**src/rtl/seq_det_pkg.sv**
```systemverilog
// Shared constants, length type and the pattern-length clamp for the
// parametrised serial pattern detector.
package seq_det_pkg;

  localparam int PAT_W_DEF = 8;
  localparam int CNT_W_DEF = 8;
  localparam logic [7:0] DEF_PAT = 8'b0000_1101;
  localparam int DEF_LEN = 4;

  localparam int LEN_W_DEF = $clog2(PAT_W_DEF + 1);
  typedef logic [LEN_W_DEF-1:0] len_t;

  // A pattern shorter than two bits is meaningless; longer than the history is impossible.
  function automatic int unsigned clamp_len(input int unsigned len, input int unsigned max_len);
    if (len < 2) begin
      return 2;
    end
    if (len > max_len) begin
      return max_len;
    end
    return len;
  endfunction

endpackage

```
**src/rtl/seq_detector_param_if.sv**
```systemverilog
// Serial data, pattern-load controls and match outputs of the detector,
// grouped so the driver and the detector share one bundle.
interface seq_detector_param_if
  import seq_det_pkg::*;
#(
  parameter int PAT_W = PAT_W_DEF,
  parameter int CNT_W = CNT_W_DEF
);

  localparam int LEN_W = $clog2(PAT_W + 1);

  // Din is a bit of the stream only in a cycle where Din_valid is high;
  // there is no back-pressure, the detector takes every qualified bit.
  logic             Din;
  logic             Din_valid;
  logic             Load;
  logic [PAT_W-1:0] Pat;
  logic [LEN_W-1:0] Pat_len;
  logic             Overlap;
  logic             Y;
  logic [CNT_W-1:0] Match_cnt;

  modport master (
    output Din,
    output Din_valid,
    output Load,
    output Pat,
    output Pat_len,
    output Overlap,
    input  Y,
    input  Match_cnt
  );

  modport slave (
    input  Din,
    input  Din_valid,
    input  Load,
    input  Pat,
    input  Pat_len,
    input  Overlap,
    output Y,
    output Match_cnt
  );

endinterface

```
**src/rtl/seq_det_sat_cnt.sv**
```systemverilog
// Saturating up-counter: async reset, synchronous clear, increment enable.
module seq_det_sat_cnt
  import seq_det_pkg::*;
#(
  parameter int CNT_W = CNT_W_DEF
) (
  input  logic             clk_i,
  input  logic             rst_i,
  input  logic             clr_i,
  input  logic             inc_i,
  output logic [CNT_W-1:0] cnt_o
);

  logic [CNT_W-1:0] cnt_q;
  logic [CNT_W-1:0] cnt_d;

  always_comb begin
    cnt_d = cnt_q;
    if (clr_i) begin
      cnt_d = '0;
    end else if (inc_i && (cnt_q != '1)) begin
      cnt_d = cnt_q + 1'b1;
    end
  end

  always_ff @(posedge clk_i or posedge rst_i) begin
    if (rst_i) begin
      cnt_q <= '0;
    end else begin
      cnt_q <= cnt_d;
    end
  end

  assign cnt_o = cnt_q;

endmodule

```
**src/rtl/seq_detector_param.sv**
```systemverilog
// Runtime-loadable serial pattern detector with overlap control and a
// saturating match counter. Define SEQDET_MOORE_OUT_EN for a registered Y.
module seq_detector_param #(
  parameter int                 PAT_W   = seq_det_pkg::PAT_W_DEF,
  parameter int                 CNT_W   = seq_det_pkg::CNT_W_DEF,
  parameter logic [PAT_W-1:0]   DEF_PAT = PAT_W'(seq_det_pkg::DEF_PAT),
  parameter int                 DEF_LEN = seq_det_pkg::DEF_LEN
) (
  input  logic                 Clk,
  input  logic                 Rst,
  seq_detector_param_if.slave  bus
);

  import seq_det_pkg::*;

  localparam int LEN_W = $clog2(PAT_W + 1);
  localparam logic [LEN_W-1:0] LEN_RST  = LEN_W'(clamp_len(32'(DEF_LEN), 32'(PAT_W)));
  localparam logic [LEN_W-1:0] FILL_MAX = LEN_W'(PAT_W);

  // The oldest history bit can never reach the comparator (len <= PAT_W
  // and Din supplies the newest bit), so only PAT_W-1 bits are stored.
  logic [PAT_W-2:0] hist_q, hist_d;
  logic [LEN_W-1:0] fill_q, fill_d;
  logic [LEN_W-1:0] len_q, len_d;
  logic [PAT_W-1:0] pat_q, pat_d;

  logic [PAT_W-1:0] mask;
  logic [PAT_W-1:0] window;
  logic             accept;
  logic             fill_ok;
  logic             bits_eq;
  logic             match;

  always_comb begin
    mask = '0;
    for (int i = 0; i < PAT_W; i++) begin
      mask[i] = (i < int'(len_q));
    end
  end

  assign window  = {hist_q, bus.Din};
  assign accept  = bus.Din_valid & ~bus.Load;
  assign fill_ok = ({1'b0, fill_q} + (LEN_W+1)'(1)) >= {1'b0, len_q};
  assign bits_eq = ((window ^ pat_q) & mask) == '0;
  assign match   = accept & fill_ok & bits_eq;

  always_comb begin
    hist_d = hist_q;
    fill_d = fill_q;
    len_d  = len_q;
    pat_d  = pat_q;
    if (bus.Load) begin
      pat_d  = bus.Pat;
      len_d  = LEN_W'(clamp_len(32'(bus.Pat_len), 32'(PAT_W)));
      hist_d = '0;
      fill_d = '0;
    end else if (accept) begin
      if (match && !bus.Overlap) begin
        hist_d = '0;
        fill_d = '0;
      end else begin
        hist_d = window[PAT_W-2:0];
        if (fill_q != FILL_MAX) begin
          fill_d = fill_q + 1'b1;
        end
      end
    end
  end

  always_ff @(posedge Clk or posedge Rst) begin
    if (Rst) begin
      hist_q <= '0;
      fill_q <= '0;
      len_q  <= LEN_RST;
      pat_q  <= DEF_PAT;
    end else begin
      hist_q <= hist_d;
      fill_q <= fill_d;
      len_q  <= len_d;
      pat_q  <= pat_d;
    end
  end

  seq_det_sat_cnt #(
    .CNT_W (CNT_W)
  ) u_cnt (
    .clk_i (Clk),
    .rst_i (Rst),
    .clr_i (bus.Load),
    .inc_i (match),
    .cnt_o (bus.Match_cnt)
  );

`ifdef SEQDET_MOORE_OUT_EN
  // match is already low in a Load cycle, so Load also clears the flag.
  logic y_q;

  always_ff @(posedge Clk or posedge Rst) begin
    if (Rst) begin
      y_q <= 1'b0;
    end else begin
      y_q <= match;
    end
  end

  assign bus.Y = y_q;
`else
  assign bus.Y = match;
`endif

endmodule

```
**src/flat_wrapper.sv**
```systemverilog
// flat-port wrapper written by rule: the top's interface ports become plain ports
module seq_detector_param_flat import seq_det_pkg::*;
#(
  parameter int                 PAT_W   = seq_det_pkg::PAT_W_DEF,
  parameter int                 CNT_W   = seq_det_pkg::CNT_W_DEF,
  parameter logic [PAT_W-1:0]   DEF_PAT = PAT_W'(seq_det_pkg::DEF_PAT),
  parameter int                 DEF_LEN = seq_det_pkg::DEF_LEN
)
  (Clk, Rst, bus_Din, bus_Din_valid, bus_Load, bus_Pat, bus_Pat_len, bus_Overlap, bus_Y, bus_Match_cnt);
  seq_detector_param_if #(.PAT_W(PAT_W), .CNT_W(CNT_W)) bus_i ();
  input  logic Clk;
  input  logic Rst;
  input wire logic [$bits(bus_i.Din)-1:0] bus_Din;
  input wire logic [$bits(bus_i.Din_valid)-1:0] bus_Din_valid;
  input wire logic [$bits(bus_i.Load)-1:0] bus_Load;
  input wire logic [$bits(bus_i.Pat)-1:0] bus_Pat;
  input wire logic [$bits(bus_i.Pat_len)-1:0] bus_Pat_len;
  input wire logic [$bits(bus_i.Overlap)-1:0] bus_Overlap;
  output wire logic [$bits(bus_i.Y)-1:0] bus_Y;
  output wire logic [$bits(bus_i.Match_cnt)-1:0] bus_Match_cnt;
  assign bus_i.Din = bus_Din;
  assign bus_i.Din_valid = bus_Din_valid;
  assign bus_i.Load = bus_Load;
  assign bus_i.Pat = bus_Pat;
  assign bus_i.Pat_len = bus_Pat_len;
  assign bus_i.Overlap = bus_Overlap;
  assign bus_Y = bus_i.Y;
  assign bus_Match_cnt = bus_i.Match_cnt;
  seq_detector_param #(.PAT_W(PAT_W), .CNT_W(CNT_W), .DEF_PAT(DEF_PAT), .DEF_LEN(DEF_LEN)) u_core (.Clk(Clk), .Rst(Rst), .bus(bus_i));
endmodule
```
**config.mk**
```make
export PLATFORM = sky130hd
export DESIGN_NAME = seq_detector_param_flat
export DESIGN_NICKNAME = d
export VERILOG_FILES = /design/src/rtl/seq_det_pkg.sv /design/src/rtl/seq_detector_param_if.sv /design/src/rtl/seq_det_sat_cnt.sv /design/src/rtl/seq_detector_param.sv /design/src/flat_wrapper.sv
export SDC_FILE = /design/constraint.sdc
export NUM_CORES = 1
export LEC_CHECK = 0
export ABC_AREA = 1
export CAP_MARGIN = 30
export CORE_AREA = 8 8 51 94
export CTS_BUF_LIST = sky130_fd_sc_hd__clkbuf_4 sky130_fd_sc_hd__clkbuf_8
export DETAILED_ROUTE_END_ITERATION = 6
export DIE_AREA = 0 0 59 102
export PLACE_DENSITY = 0.78
export SLEW_MARGIN = 20
export SYNTH_ARGS = -nofsm -noshare
export SYNTH_HDL_FRONTEND = slang
export SYNTH_SLANG_ARGS = --single-unit
```
**constraint.sdc**
```tcl
create_clock -name Clk -period 2.56 [get_ports Clk]
set_input_delay 0.256 -clock Clk [delete_from_list [all_inputs] [get_ports Clk]]
set_output_delay 0.256 -clock Clk [all_outputs]
set_load 0.005 [all_outputs]
```
After elaboration in Yosys (flattened, before gate mapping)
Index checks and enable logic that the tools add are counted.
Word-level totals
  register bits: 31
  output and inout port bits: 9
  logic and storage cells: 53
Cells by class
  $add $sub $neg: 3
  multiplexer cells: 18
  reductions and logical operators: 8
  $lt $le $gt $ge: 11
  equal/unequal tests: 2
  bitwise logic cells: 6
Operators by type and width (count)
  4-bit 2-to-1 mux: 7
  7-bit 2-to-1 mux: 3
  3-bit by 4-bit < comparator with 1-bit output (first input constant): 4
  8-bit 2-to-1 mux: 2
  8-bit by 1-bit adder with 8-bit output (second input constant): 1
  8-bit AND: 1
  8-bit zero test: 1
  1-bit by 4-bit < comparator with 1-bit output (first input constant): 2
  2-bit by 4-bit < comparator with 1-bit output (first input constant): 2
  8-bit inequality test (second input constant): 1
  8-bit XOR: 1
  4-bit by 1-bit adder with 5-bit output (second input constant): 1
  5-bit by 4-bit greater-or-equal comparator with 1-bit output: 1
  1-bit 2-to-1 mux: 5
  4-bit by 1-bit adder with 4-bit output (second input constant): 1
  4-bit greater-than comparator (second input constant): 1
  4-bit by 2-bit < comparator with 1-bit output (second input constant): 1
  4-bit inequality test (second input constant): 1
  2-bit nonzero test: 2
  1-bit AND: 3
  3-bit nonzero test: 1
  1-bit logical AND: 2
  2-bit 2-to-1 mux: 1
  2-bit AND reduction: 1
  other kinds (2): 2

Logic depth before layout (Yosys ltp)
Gate-level depths: netlist of the first run.
  word-level depth: 8
  mapped depth: 13

Cells and area by module
Synthesis of the first run repeated with hierarchy kept, for this count alone.
Second synthesis, totals
  cell total of the unflattened synthesis: 254
  area total of the unflattened synthesis: 1914.3 um^2
Modules (own cells, without submodules)
  seq_detector_param: cells each 185, area an instance 1407.6 um^2, sequential area each 580.6 um^2, instances 1
  seq_det_sat_cnt: cells each 69, area an instance 506.7 um^2, sequential area each 200.2 um^2, instances 1

Least setup slack after synthesis of the first run
No wires, ideal clock.
  path type: register to register
  from: register u_core.fill_q[0]
  to: register u_core.u_cnt.cnt_q[0], in the netlist u_core.u_cnt.cnt_o[0]
  slack: 0.619 ns
  arrival time: 1.824 ns
  stages on the path, launching flop included: 13
  path through: dfrtp_1 -> ha_1 -> xor2_1 -> ha_1 -> nand2_1 -> inv_1 -> a21oi_1 -> nor2_4 -> and2_4 -> nand2_8 -> nand2_8 -> nand2_1 -> nand2_1
Between the ends
  word-level cells in the longest chain between the ends: 6
Ends and longest elaborated chain
  from (decl): RTL line seq_detector_param.sv:23  | logic [LEN_W-1:0] fill_q, fill_d;
  from (signal assigned): RTL line seq_detector_param.sv:78  | fill_q <= fill_d;
  4-bit by 1-bit adder with 5-bit output: RTL line seq_detector_param.sv:43  | assign fill_ok = ({1'b0, fill_q} + (LEN_W+1)'(1)) >= {1'b0, len_q};
  5-bit by 4-bit greater-or-equal comparator with 1-bit output: RTL line seq_detector_param.sv:43
  1-bit AND (2 in a row): RTL line seq_detector_param.sv:45  | assign match = accept & fill_ok & bits_eq;
  net bus_Y: RTL line flat_wrapper.sv:19  | output wire logic [$bits(bus_i.Y)-1:0] bus_Y;
  1-bit logical AND: RTL line seq_det_sat_cnt.sv:21  | end else if (inc_i && (cnt_q != '1)) begin
  2-bit nonzero test (no source line)
  to (signal assigned): RTL line seq_det_sat_cnt.sv:30  | cnt_q <= cnt_d;
  to (decl): RTL line seq_det_sat_cnt.sv:14  | logic [CNT_W-1:0] cnt_q;
The timed path passes the listed nets, and every way through them passes these cells.
A chain may end at the register's enable or synchronous reset.

Final worst setup path of the first run
  from: register u_core.fill_q[0]
  to: output port bus_Y
Between the ends
  word-level cells in the longest chain between the ends: 4
Ends and longest elaborated chain (RTL line)
  4-bit by 1-bit adder with 5-bit output: seq_detector_param.sv:43
  5-bit by 4-bit greater-or-equal comparator with 1-bit output: seq_detector_param.sv:43
  1-bit AND (2 in a row): seq_detector_param.sv:45
  to (decl): flat_wrapper.sv:19
Every way passes these cells.

==> results.txt, run 1 <==
- Status: finished, final reports clean
- In this run the count of I/O pins placed on the die edge is 27.
* Port Buffer Count: 26
- Final count of hold timing violations: 0
* Startpoint of the worst-slack reg-to-reg timing path: u_core.fill_q[0]
- 0 antenna diodes ended up in the layout.
- STA classifies the critical path endpoint as an output pin.
- Post-synthesis cell type count: 29
- In this run the worst hold path is classified as in -> async.
- The clock passes through at most 2 buffers.
- Element type at the critical path start: register
- Origin of the worst setup path: u_core.fill_q[0]
* Routed Antenna Nets: 0
- The synthesized design spends more area on one cell type than any other, namely sky130_fd_sc_hd__dfrtp_1.
* IR drop worst, VDD: 0.418 mV
* Max FO, Critical Path: 4
* TNS Setup: 0 ns
- Total leakage power: 1.16 nW
- The synthesized design contains 0 enable-type register cells.
- For this run, the detailed router's first-pass iteration total came to 4.
- DR vias/cell: 5.09
* HPWL reported at the end of detailed placement: 3400 µm
- TritonCTS created 5 clock buffers.
- Clock-pin slew was measured on the worst setup and hold paths at 0.06 ns.
* Routability congestion estimate: 0.875
- The commonest cells after synthesis are sky130_fd_sc_hd__nand2_1 (82), sky130_fd_sc_hd__inv_1 (30), sky130_fd_sc_hd__dfrtp_1 (27), sky130_fd_sc_hd__nand3_1 (27), sky130_fd_sc_hd__nor2_1 (15).
- After detailed routing, the total wire length is 4570 µm.
- The number of hold buffers added after CTS was 0.
- For this run, the total global-route usage over all layers was measured as 17.5%.
- For this configuration, the core starts out at a cell density of 52.9%.
* Final-layout fill cell count: 319
- Across the run, the number of max-cap violations was 0.
- Synthesis inferred 31 register bits.
- Number of rows in the core area: 31
- TritonCTS built the clock tree.
- The clock arrives with 0.00692 ns of skew.
- Proportion of layout cells with a drive suffix above 1: 14.0%
* Synth Cell Area: 1890 µm²
- The area growth from synthesis to layout is 24.0%.
* Post-Synthesis Net Count: 275
- Number of warnings printed during yosys synthesis: 0
- Counting every instance in the synthesized netlist gives 250.
- The final max-slew violation count was 0.
- Yosys top cell area share: 35.8%
- The detailed router placed 1,704 vias in this run.
* Async SR Flop Fraction: 100%
- Data arrives at the worst endpoint at 2.14 ns.
- Sequential-to-total area share from yosys stat: 41.3%
- By startpoint and endpoint, the worst setup path is classified as reg -> out.
* Nets: 310
- Setup violations remaining at the end of the flow were counted as 0.
- In this run the critical register-to-register path is captured at u_core.u_cnt.cnt_o[2].
- Number of cells traversed by the worst register-to-register path: 13
- Peak Freq: 417 MHz
- By area the synthesized netlist is led by sky130_fd_sc_hd__dfrtp_1 (36%), sky130_fd_sc_hd__nand2_1 (16%), sky130_fd_sc_hd__nand3_1 (7.2%).
* Most frequent cell after synthesis: sky130_fd_sc_hd__nand2_1
- Clock tree synthesis selected as its root buffer the cell sky130_fd_sc_hd__clkbuf_8.
* H-tree depth: 2
* Violation count after the first detailed-route iteration: 45
- After layout, the design draws a total of 1.21 mW.
- Share of the clock period used by the worst path after layout: 93.6%
- For the worst setup path, the data required time is 2.30 ns.
- Routed length per placed instance: 13.6 µm
* Initial antenna violation count: 0
* Critical path endpoint: bus_Y
- Height of the die: 102 µm
* Normalized max-slew margin: 73.6%
- Entering global routing, the biggest net connects 32 pins.
- Dividing total power by cell area gives a power density of 517 nW/µm².
- Clock latency at the later pin of the worst-skew pair: 0.28 ns
* Chip width: 59 µm
- In the routed design, unresolved DRC markers number 0.
- The most used flip-flop cell after synthesis is sky130_fd_sc_hd__dfrtp_1.
- The first global-routing pass estimated 7980 µm of wire.
- The floorplan step defined a die boundary enclosing 6020 µm².
* Unrepaired setup endpoints after global routing: false
- The worst register-to-register path has a setup slack of 0.41 ns.
* Core footprint: 3570 µm²
- Vias in the first global route: 1,868
* Total congestion overflow: 0
- Dividing the synthesized area by the synthesized cell count gives 7.56 µm².
- Clock sink total: 31
* Pin slew with the least headroom to its limit: 0.393 ns
- Minimum period implied by the final worst setup slack: 2.40 ns
-- worst max-delay path, cell delays in order (launching register included) --
cell and delay [ns]:
sky130_fd_sc_hd__dfrtp_1 0.41, sky130_fd_sc_hd__ha_2 0.21, sky130_fd_sc_hd__xor2_1 0.20, sky130_fd_sc_hd__ha_1 0.27
sky130_fd_sc_hd__nand2_1 0.07, sky130_fd_sc_hd__inv_1 0.06, sky130_fd_sc_hd__a21oi_2 0.18, sky130_fd_sc_hd__nor2_4 0.07
sky130_fd_sc_hd__and2_4 0.14, sky130_fd_sc_hd__dlygate4sd2_1 0.26
-- stage by stage --
stage / utilization (%) / setup WS [ns] / cells / instance area, µm² / hold WS, ns
final: 65.6 / 0.163 / 335 / 2340 / 0.351
after global routing: 65.6 / 0.0346 / 335 / 2340 / 0.386
after floorplan: - / 0.619 / 250 / 1890 / 0.357
after CTS: 65.6 / 0.190 / 335 / 2340 / 0.359
after detailed placement: 62.0 / 0.158 / 324 / 2210 / 0.484
after global placement: 62.0 / 0.179 / 324 / 2210 / 0.481
-- how the worst min path moves through the flow --
stage	from	to	slack [ns]	cells after the start
2_1_floorplan	Rst	u_core.fill_q[0]	0.36	1
3_3_place_gp	u_core.pat_q[5]	u_core.pat_q[5]	0.48	2
3_5_place_dp	u_core.pat_q[5]	u_core.pat_q[5]	0.48	2
4_1_cts	Rst	u_core.pat_q[6]	0.36	3
5_1_grt	Rst	u_core.pat_q[6]	0.39	3
6_report	Rst	u_core.u_cnt.cnt_o[3]	0.35	3
-- power by group --
group	leakage, nW	switching (mW)	internal [mW]	total [mW]
Combinational	0.709	0.132	0.0923	0.225
Sequential	0.400	0.0251	0.521	0.546
Clock	0.0549	0.183	0.256	0.439
-- kinds of logic after synthesis --
family	synth area share, %
xor gates and xnor gates	3.25
buffers and inverters	8.74
DFF	41.3
adders and majority gates	4.64
and+or+nand+nor	35.3
AOI/OAI and AO/OA	6.76
-- cell usage in the layout, fill, tap and decap left out, drive strengths merged --
| master | count |
|---|---|
| o22ai | 1 |
| nor3 | 3 |
| dlygate4sd2 | 1 |
| a21oi | 4 |
| xor2 | 6 |
| nor3b | 1 |
| dfrtp | 27 |
| nand3 | 29 |
| nand2 | 85 |
| o21ai | 18 |
| and2 | 1 |
| buf | 6 |
| dfstp | 4 |
| xnor2 | 1 |
| clkbuf | 8 |
| inv | 38 |
| nand4 | 1 |
| nor4 | 1 |
| ha | 7 |
| nor2 | 19 |
| clkdlybuf4s50 | 25 |
-- timing repair --
item | CTS | global route
endpoints found under the setup margin | 1 | 0
resized for setup | 3 | 0
setup buffers | 3 | 0
-- metal layers --
layer,vias up,GRT usage [%],wire [µm]
met4,0,13.0,191
met5,-,0,0
met1,805,16.2,1700
li1,849,-,-
met3,18,3.53,126
met2,32,32.1,2550
-- registers in the layout, summed over array words and instances (netlist names) --
name	flops
u_core.hist_q	7
u_core.fill_q	4
u_core.len_q	4
u_core.pat_q	8
u_core.u_cnt.cnt_o	8
-- layout make-up --
type                    instances  area [µm²]  share of cell area [%]
clock buffers                   8         104                    4.43
multi-input cells             177         950                    40.5
repair buffers                 32         304                    13.0
inverters                      38         143                    6.09
well taps                      49        61.3                    2.62
flip-flops and latches         31         781                    33.3
No activity file was read; power rests on OpenSTA's default activity.
==> inputs of run 2 (changes only) <==
--- a/config.mk
+++ b/config.mk
@@ -7,12 +7,11 @@
 export LEC_CHECK = 0
 export ABC_AREA = 1
 export CAP_MARGIN = 30
-export CORE_AREA = 8 8 51 94
+export CORE_AREA = 8 8 63 76
 export CTS_BUF_LIST = sky130_fd_sc_hd__clkbuf_4 sky130_fd_sc_hd__clkbuf_8
 export DETAILED_ROUTE_END_ITERATION = 6
-export DIE_AREA = 0 0 59 102
+export DIE_AREA = 0 0 71 84
 export PLACE_DENSITY = 0.78
-export SLEW_MARGIN = 20
 export SYNTH_ARGS = -nofsm -noshare
 export SYNTH_HDL_FRONTEND = slang
 export SYNTH_SLANG_ARGS = --single-unit
==> run 2 against run 1 <==
Compared with the run above:
- clock skew is 0.0015 ns lower
- die area is 0.90% lower
- final cell count is 3.6% lower
- clock power is 12% lower
- count of clock-buffer cells in the layout is 2 lower
- sequential power is 0.7% higher
- largest power group unchanged
- worst setup slack worse by 0.010 ns
- largest cell class unchanged
==> results.txt, run 2 (synthesis results as in run 1) <==
* Status: finished, final reports clean
* Pins over their slew limit: 0
- Total leakage power: 1.14 nW
- The critical path is of the reg -> out type.
- Switching power as a share of total power: 29.4%
- Once the floorplan was initialized, standard cells occupied 53.3% of the core.
- Port Buffer Count: 26
* Unrepaired setup endpoints after global routing: false
- Relative contribution of combinational cells to total power: 18.4%
- Violation count after the first detailed-route iteration: 106
- Area Overhead vs Synth: 22.5%
* Final count of hold timing violations: 0
- Number of vias in the routed layout: 1,671
* GRT Overall Usage: 14.9%
- At the later pin of the worst-skew pair, clock insertion delay measures 0.28 ns.
* Most common cell after layout, fill and taps aside: sky130_fd_sc_hd__nand2_1
- DR vias/cell: 5.17
- Across the run, the number of max-cap violations was 0.
- The worst hold path belongs to the class in -> async.
- Proportion of power drawn by flip-flops and latches: 47.9%
- Clock tree synthesis inserted a total of 5 buffers.
* Initial antenna violation count: 0
- Iteration count of the initial detailed-routing pass: 4
- The via count of the first global-routing pass was 1,660.
- Clock tree synthesis selected as its root buffer the cell sky130_fd_sc_hd__clkbuf_8.
- OpenSTA, run right after detailed placement, puts the worst setup slack at 0.170 ns.
* Final setup vio count: 0
- Timing would allow up to 415 MHz.
- The tightest hold path in the finished design has a slack of 0.365 ns.
- IR analysis of the VDD net gives a maximum drop of 0.390 mV.
- Commonest non-fill, non-tap cells in the layout: sky130_fd_sc_hd__nand2_1 (82), sky130_fd_sc_hd__inv_1 (30), sky130_fd_sc_hd__nand3_1 (26)
- Reported net switching power: 0.339 mW
- After layout, the worst setup slack is 0.153 ns.
- At the pin with the least slew margin, the transition time is 0.441 ns.
- Normalized max-slew margin: 70.4%
- The clock tree synthesis step divided the H-tree into 2 levels.
* Element type at the critical path start: register
* Routed length per placed instance: 12.8 µm
* Nets: 308
- Internal power comes to 0.812 mW.
* DR DRC count: 0
* Share of the clock period used by the worst path after layout: 94.0%
* Proportion of layout cells with a drive suffix above 1: 14.8%
- Clock edge transition at the registers on the reported setup and hold paths: 0.07 ns
- TNS Setup: 0 ns
- The first global-routing pass estimated 7250 µm of wire.
* Minimum period implied by the final worst setup slack: 2.41 ns
- At the end of routability-driven placement, the weighted congestion stood at 0.791.
- Power density over the cells: 497 nW/µm²
* Routed Antenna Nets: 0
- Chip width: 71 µm
- Number of rows in the core area: 24
- HPWL reported at the end of detailed placement: 3090 µm
- TritonCTS clock tree: yes
- The floorplan step defined a die boundary enclosing 5960 µm².
- Pin count of the biggest net entering global routing: 32
- Total power after layout: 1.15 mW
- Max FO, Critical Path: 6
* Clock sink total: 31
- Clk pwr share: 33.7%
- Worst setup skew after layout: 0.00541 ns
* Crit path DAT: 2.15 ns
- 27 I/O pins were placed.
- Total congestion overflow: 0
- The repair_antennas step left the layout with diodes totalling 0.
* Worst setup EP type: output pin
- Buffers from clock root to sink, at most: 2
* Detailed Route WL: 4140 µm
* Required time worst endpoint: 2.30 ns
- Height of the die: 84 µm
* Core footprint: 3540 µm²
==> run 2: cell count changes in the layout (fill, tap and decap cells not counted), sizes merged <==
| cell | previous run | this run |
|---|---|---|
| buf | 6 | 4 |
| clkbuf | 8 | 6 |
| clkinv | 0 | 1 |
| clkinvlp | 0 | 1 |
==> run 2: final cells by class <==
type                    count  area [µm²]
clock buffers               6        76.3
clock inverters             2        12.5
fillers                   303        1230
flip-flops and latches     31         783
multi-input cells         177         962
inverters                  38         143
repair buffers             30         289
well taps                  39        48.8
==> run 2: power by group through the flow <==
stage	Sequential (mW)	Combinational (mW)	Clock, mW
2_1_floorplan	0.551	0.141	0
3_3_place_gp	0.556	0.200	0
3_5_place_dp	0.557	0.206	0
4_1_cts	0.548	0.214	0.392
5_1_grt	0.555	0.244	0.419
6_report	0.550	0.212	0.388
==> run 2: what timing repair did <==
item / 4_1_cts / 5_1_grt
resized for setup: 3 / 4
endpoints found under the hold margin: 0 / 0
setup endpoints to repair: 1 / 1
hold buffers: 0 / 0
buffers inserted: 1 / 0
pin swaps: 0 / 0
==> run 2: through the flow <==
stage	utilization, %	area [µm²]	cells
floorplan	-	1890	250
global placement	62.0	2200	314
detailed placement	62.0	2200	314
CTS	64.9	2300	323
global route	65.3	2310	323
finish	65.3	2310	323
==> run 2: final timing paths <==
| kind | startpoint | end | slack (ns) | cells past startpoint |
|---|---|---|---|---|
| setup / recovery | u_core.fill_q[0] | bus_Y | 0.15 | 9 |
| hold / removal | Rst | u_core.pat_q[1] | 0.37 | 3 |
| setup reg to reg | u_core.fill_q[0] | u_core.fill_q[2] | 0.52 | 12 |
| hold reg to reg | u_core.pat_q[0] | u_core.pat_q[0] | 0.50 | 2 |
| max in group asynchronous | Rst | u_core.pat_q[3] | 1.88 | 3 |
| min in group Clk | bus_Pat[0] | u_core.pat_q[0] | 0.49 | 3 |
==> run 2: critical path: stages, from the launching register on <==
cell and delay (ns):
sky130_fd_sc_hd__dfrtp_2 0.45, sky130_fd_sc_hd__ha_2 0.21, sky130_fd_sc_hd__xor2_1 0.15, sky130_fd_sc_hd__ha_1 0.18
sky130_fd_sc_hd__a21oi_1 0.15, sky130_fd_sc_hd__nand2_1 0.08, sky130_fd_sc_hd__a21oi_2 0.15, sky130_fd_sc_hd__nor2_4 0.07
sky130_fd_sc_hd__and2_4 0.16, sky130_fd_sc_hd__dlygate4sd2_1 0.27
==> run 2: per-layer routing <==
| metal | share of wire, % | wire, µm | up-vias | track usage [%] |
|---|---|---|---|---|
| met4 | 0.97 | 40 | 0 | 5.69 |
| met1 | 44 | 1840 | 782 | 17.5 |
| met3 | 3.8 | 158 | 4 | 2.88 |
| met2 | 51 | 2100 | 33 | 25.6 |
| met5 | 0 | 0 | - | 0 |
| li1 | - | - | 852 | - |
==> inputs of run 3 (changes only) <==
--- a/config.mk
+++ b/config.mk
@@ -11,7 +11,9 @@
 export CTS_BUF_LIST = sky130_fd_sc_hd__clkbuf_4 sky130_fd_sc_hd__clkbuf_8
 export DETAILED_ROUTE_END_ITERATION = 6
 export DIE_AREA = 0 0 71 84
+export GPL_ROUTABILITY_DRIVEN = 0
 export PLACE_DENSITY = 0.78
+export SKIP_CTS_REPAIR_TIMING = 1
 export SYNTH_ARGS = -nofsm -noshare
 export SYNTH_HDL_FRONTEND = slang
 export SYNTH_SLANG_ARGS = --single-unit
==> run 3 against run 2 <==
Compared with the run above:
- non-clock buffer count increased by 1
- wire length up 0.85%
- first-iteration DRC count grew 5.7%
- largest cell class unchanged
- highest routed layer unchanged
==> results.txt, run 3 (synthesis results as in run 1) <==
* Total congestion overflow: 0
* CTS buffer count: 5
- Share of the clock period used by the worst path after layout: 90.3%
- In this run, the combinational gates consume 18.5% of the power.
- Initial antenna violation count: 0
* Count of max-cap constraint violations: 0
- Counting I/O delays and the setup requirement, the final critical path takes 2.31 ns.
* Routed length per placed instance: 12.9 µm
- Crit path DAT: 2.05 ns
* H-tree depth: 2
- DR vias/cell: 5.20
* Buffers from clock root to sink, at most: 2
- Pin count of the biggest net entering global routing: 32
- The worst pin sits at a relative slew slack of 71.5%.
- Worst setup EP type: output pin
* Max FO, Critical Path: 5
- Setup repair after global routing left no endpoint under its margin.
- Clock tree synthesis selected as its root buffer the cell sky130_fd_sc_hd__clkbuf_8.
- In this run the power spent charging and discharging nets is 0.341 mW.
- Area of the die: 5960 µm²
* Switching power as a share of total power: 29.6%
- The number of endpoints with negative hold slack in the final report came to 0.
- Commonest non-fill, non-tap cells in the layout: sky130_fd_sc_hd__nand2_1 (82), sky130_fd_sc_hd__inv_1 (30), sky130_fd_sc_hd__nand3_1 (26), sky130_fd_sc_hd__dfrtp_1 (26), sky130_fd_sc_hd__clkdlybuf4s50_1 (25)
- The area growth from synthesis to layout is 23.0%.
* Pins over their slew limit: 0
- VDD sags by at most 0.387 mV.
- Detailed routing inserted a total of 1,684 vias.
* Vias in the first global route: 1,646
- TNS Setup: 0 ns
- The worst register-to-register path has a setup slack of 0.40 ns.
- STA classifies the critical path startpoint as a register.
- Global routing used 14.7% of the available tracks across all layers.
* Dpl ws: 0.170 ns
- After floorplanning, the core was sized to cover 3540 µm².
* Hold Crit Class: in -> async
- Clock sink total: 31
- The first detailed-routing pass took 4 iterations.
- TritonCTS clock tree: yes
* Violation count after the first detailed-route iteration: 112
- The die is 71 µm wide.
* Proportion of power drawn by flip-flops and latches: 47.7%
- Hold Slack: 0.367 ns
* Cell-internal power: 0.812 mW
- Nets: 309
- Initial Utilization: 53.3%
* Power density over the cells: 496 nW/µm²
- Height of the die: 84 µm
- Clock latency at the later pin of the worst-skew pair: 0.28 ns
- Routed Antenna Nets: 0
- Startpoint-to-endpoint class of the critical path: reg -> out
- Most common cell after layout, fill and taps aside: sky130_fd_sc_hd__nand2_1
- Derived from the worst setup path, the maximum achievable clock frequency is 433 MHz.
- Total leakage power: 1.16 nW
- Min setup slack post-route: 0.249 ns
- The final layout contains routed wiring with a total length of 4170 µm.
- Required time worst endpoint: 2.30 ns
- Number of inserted diodes: 0
- The run finished with clean final reports.
* DR DRC count: 0
- Of the total power, the clock network draws 33.8%.
* Clock edge transition at the registers on the reported setup and hold paths: 0.07 ns
- Counting the fill cells in the layout gives 299.
* Worst setup skew after layout: 0.00529 ns
- 27 I/O pins were placed.
- The post-route netlist has 14.7% of its cells at a drive strength greater than 1.
- The first global-routing pass estimated 7160 µm of wire.
- Final setup vio count: 0
* Pin slew with the least headroom to its limit: 0.424 ns
- During placement, the flow inserted port buffers numbering 26.
- After legalization and detailed placement, the total HPWL measured 3090 µm.
- Number of rows in the core area: 24
[run 3: cell types whose count changed in the layout (fill, tap and decap cells not counted)]
cell,previous run,this run
sky130_fd_sc_hd__buf_4,4,5
sky130_fd_sc_hd__dfrtp_1,25,26
sky130_fd_sc_hd__dfrtp_2,2,1
sky130_fd_sc_hd__dlygate4sd2_1,1,0
sky130_fd_sc_hd__dlymetal6s2s_1,0,1
[run 3: final timing paths]
check | from | endpoint | cells after the start
max | u_core.fill_q[2] | bus_Y | 9
max in group asynchronous | Rst | u_core.pat_q[3] | 3
min reg2reg | u_core.pat_q[0] | u_core.pat_q[0] | 2
max reg2reg | u_core.fill_q[2] | u_core.u_cnt.cnt_o[0] | 13
min in group Clk | bus_Pat[0] | u_core.pat_q[0] | 3
min | Rst | u_core.pat_q[1] | 3
[run 3: metrics by stage]
stage	std cells	util [%]	cell area, µm²	power, mW
finish	324	65.6	2320	1.15
floorplan	250	-	1890	0.691
global placement	314	62.0	2200	0.756
detailed placement	314	62.0	2200	0.763
global route	324	65.6	2320	1.21
CTS	322	64.5	2290	1.15
[run 3: cell type report]
class	instances	area [µm²]	area share, %
well taps	39	48.8	2.10
clock buffers	6	76.3	3.28
flip-flops and latches	31	782	33.6
repair buffers	31	300	12.9
multi-input cells	177	962	41.4
clock inverters	2	12.5	0.538
inverters	38	143	6.14
[run 3: worst max-delay path: stages (launching register included)]
cell and delay (ns):
sky130_fd_sc_hd__dfrtp_1 0.46, sky130_fd_sc_hd__nand3_2 0.12, sky130_fd_sc_hd__xor2_2 0.16, sky130_fd_sc_hd__ha_1 0.30, sky130_fd_sc_hd__a21oi_1 0.14, sky130_fd_sc_hd__nand2_1 0.08
sky130_fd_sc_hd__a21oi_2 0.15, sky130_fd_sc_hd__nor2_4 0.07, sky130_fd_sc_hd__and2_4 0.14, sky130_fd_sc_hd__dlymetal6s2s_1 0.15
[run 3: power by group through the flow]
stage / Sequential, mW / Clock (mW) / Combinational [mW]
2_1_floorplan: 0.551 / 0 / 0.141
3_3_place_gp: 0.556 / 0 / 0.200
3_5_place_dp: 0.557 / 0 / 0.206
4_1_cts: 0.548 / 0.392 / 0.207
5_1_grt: 0.554 / 0.416 / 0.245
6_report: 0.550 / 0.390 / 0.213
[run 3: routing by layer]
metal	part of all wire (%)	up-vias	track usage, %
li1	-	851	-
met1	46	801	17.2
met2	50	27	25.3
met3	3.1	5	2.88
met4	1.1	0	5.69
met5	0	-	0
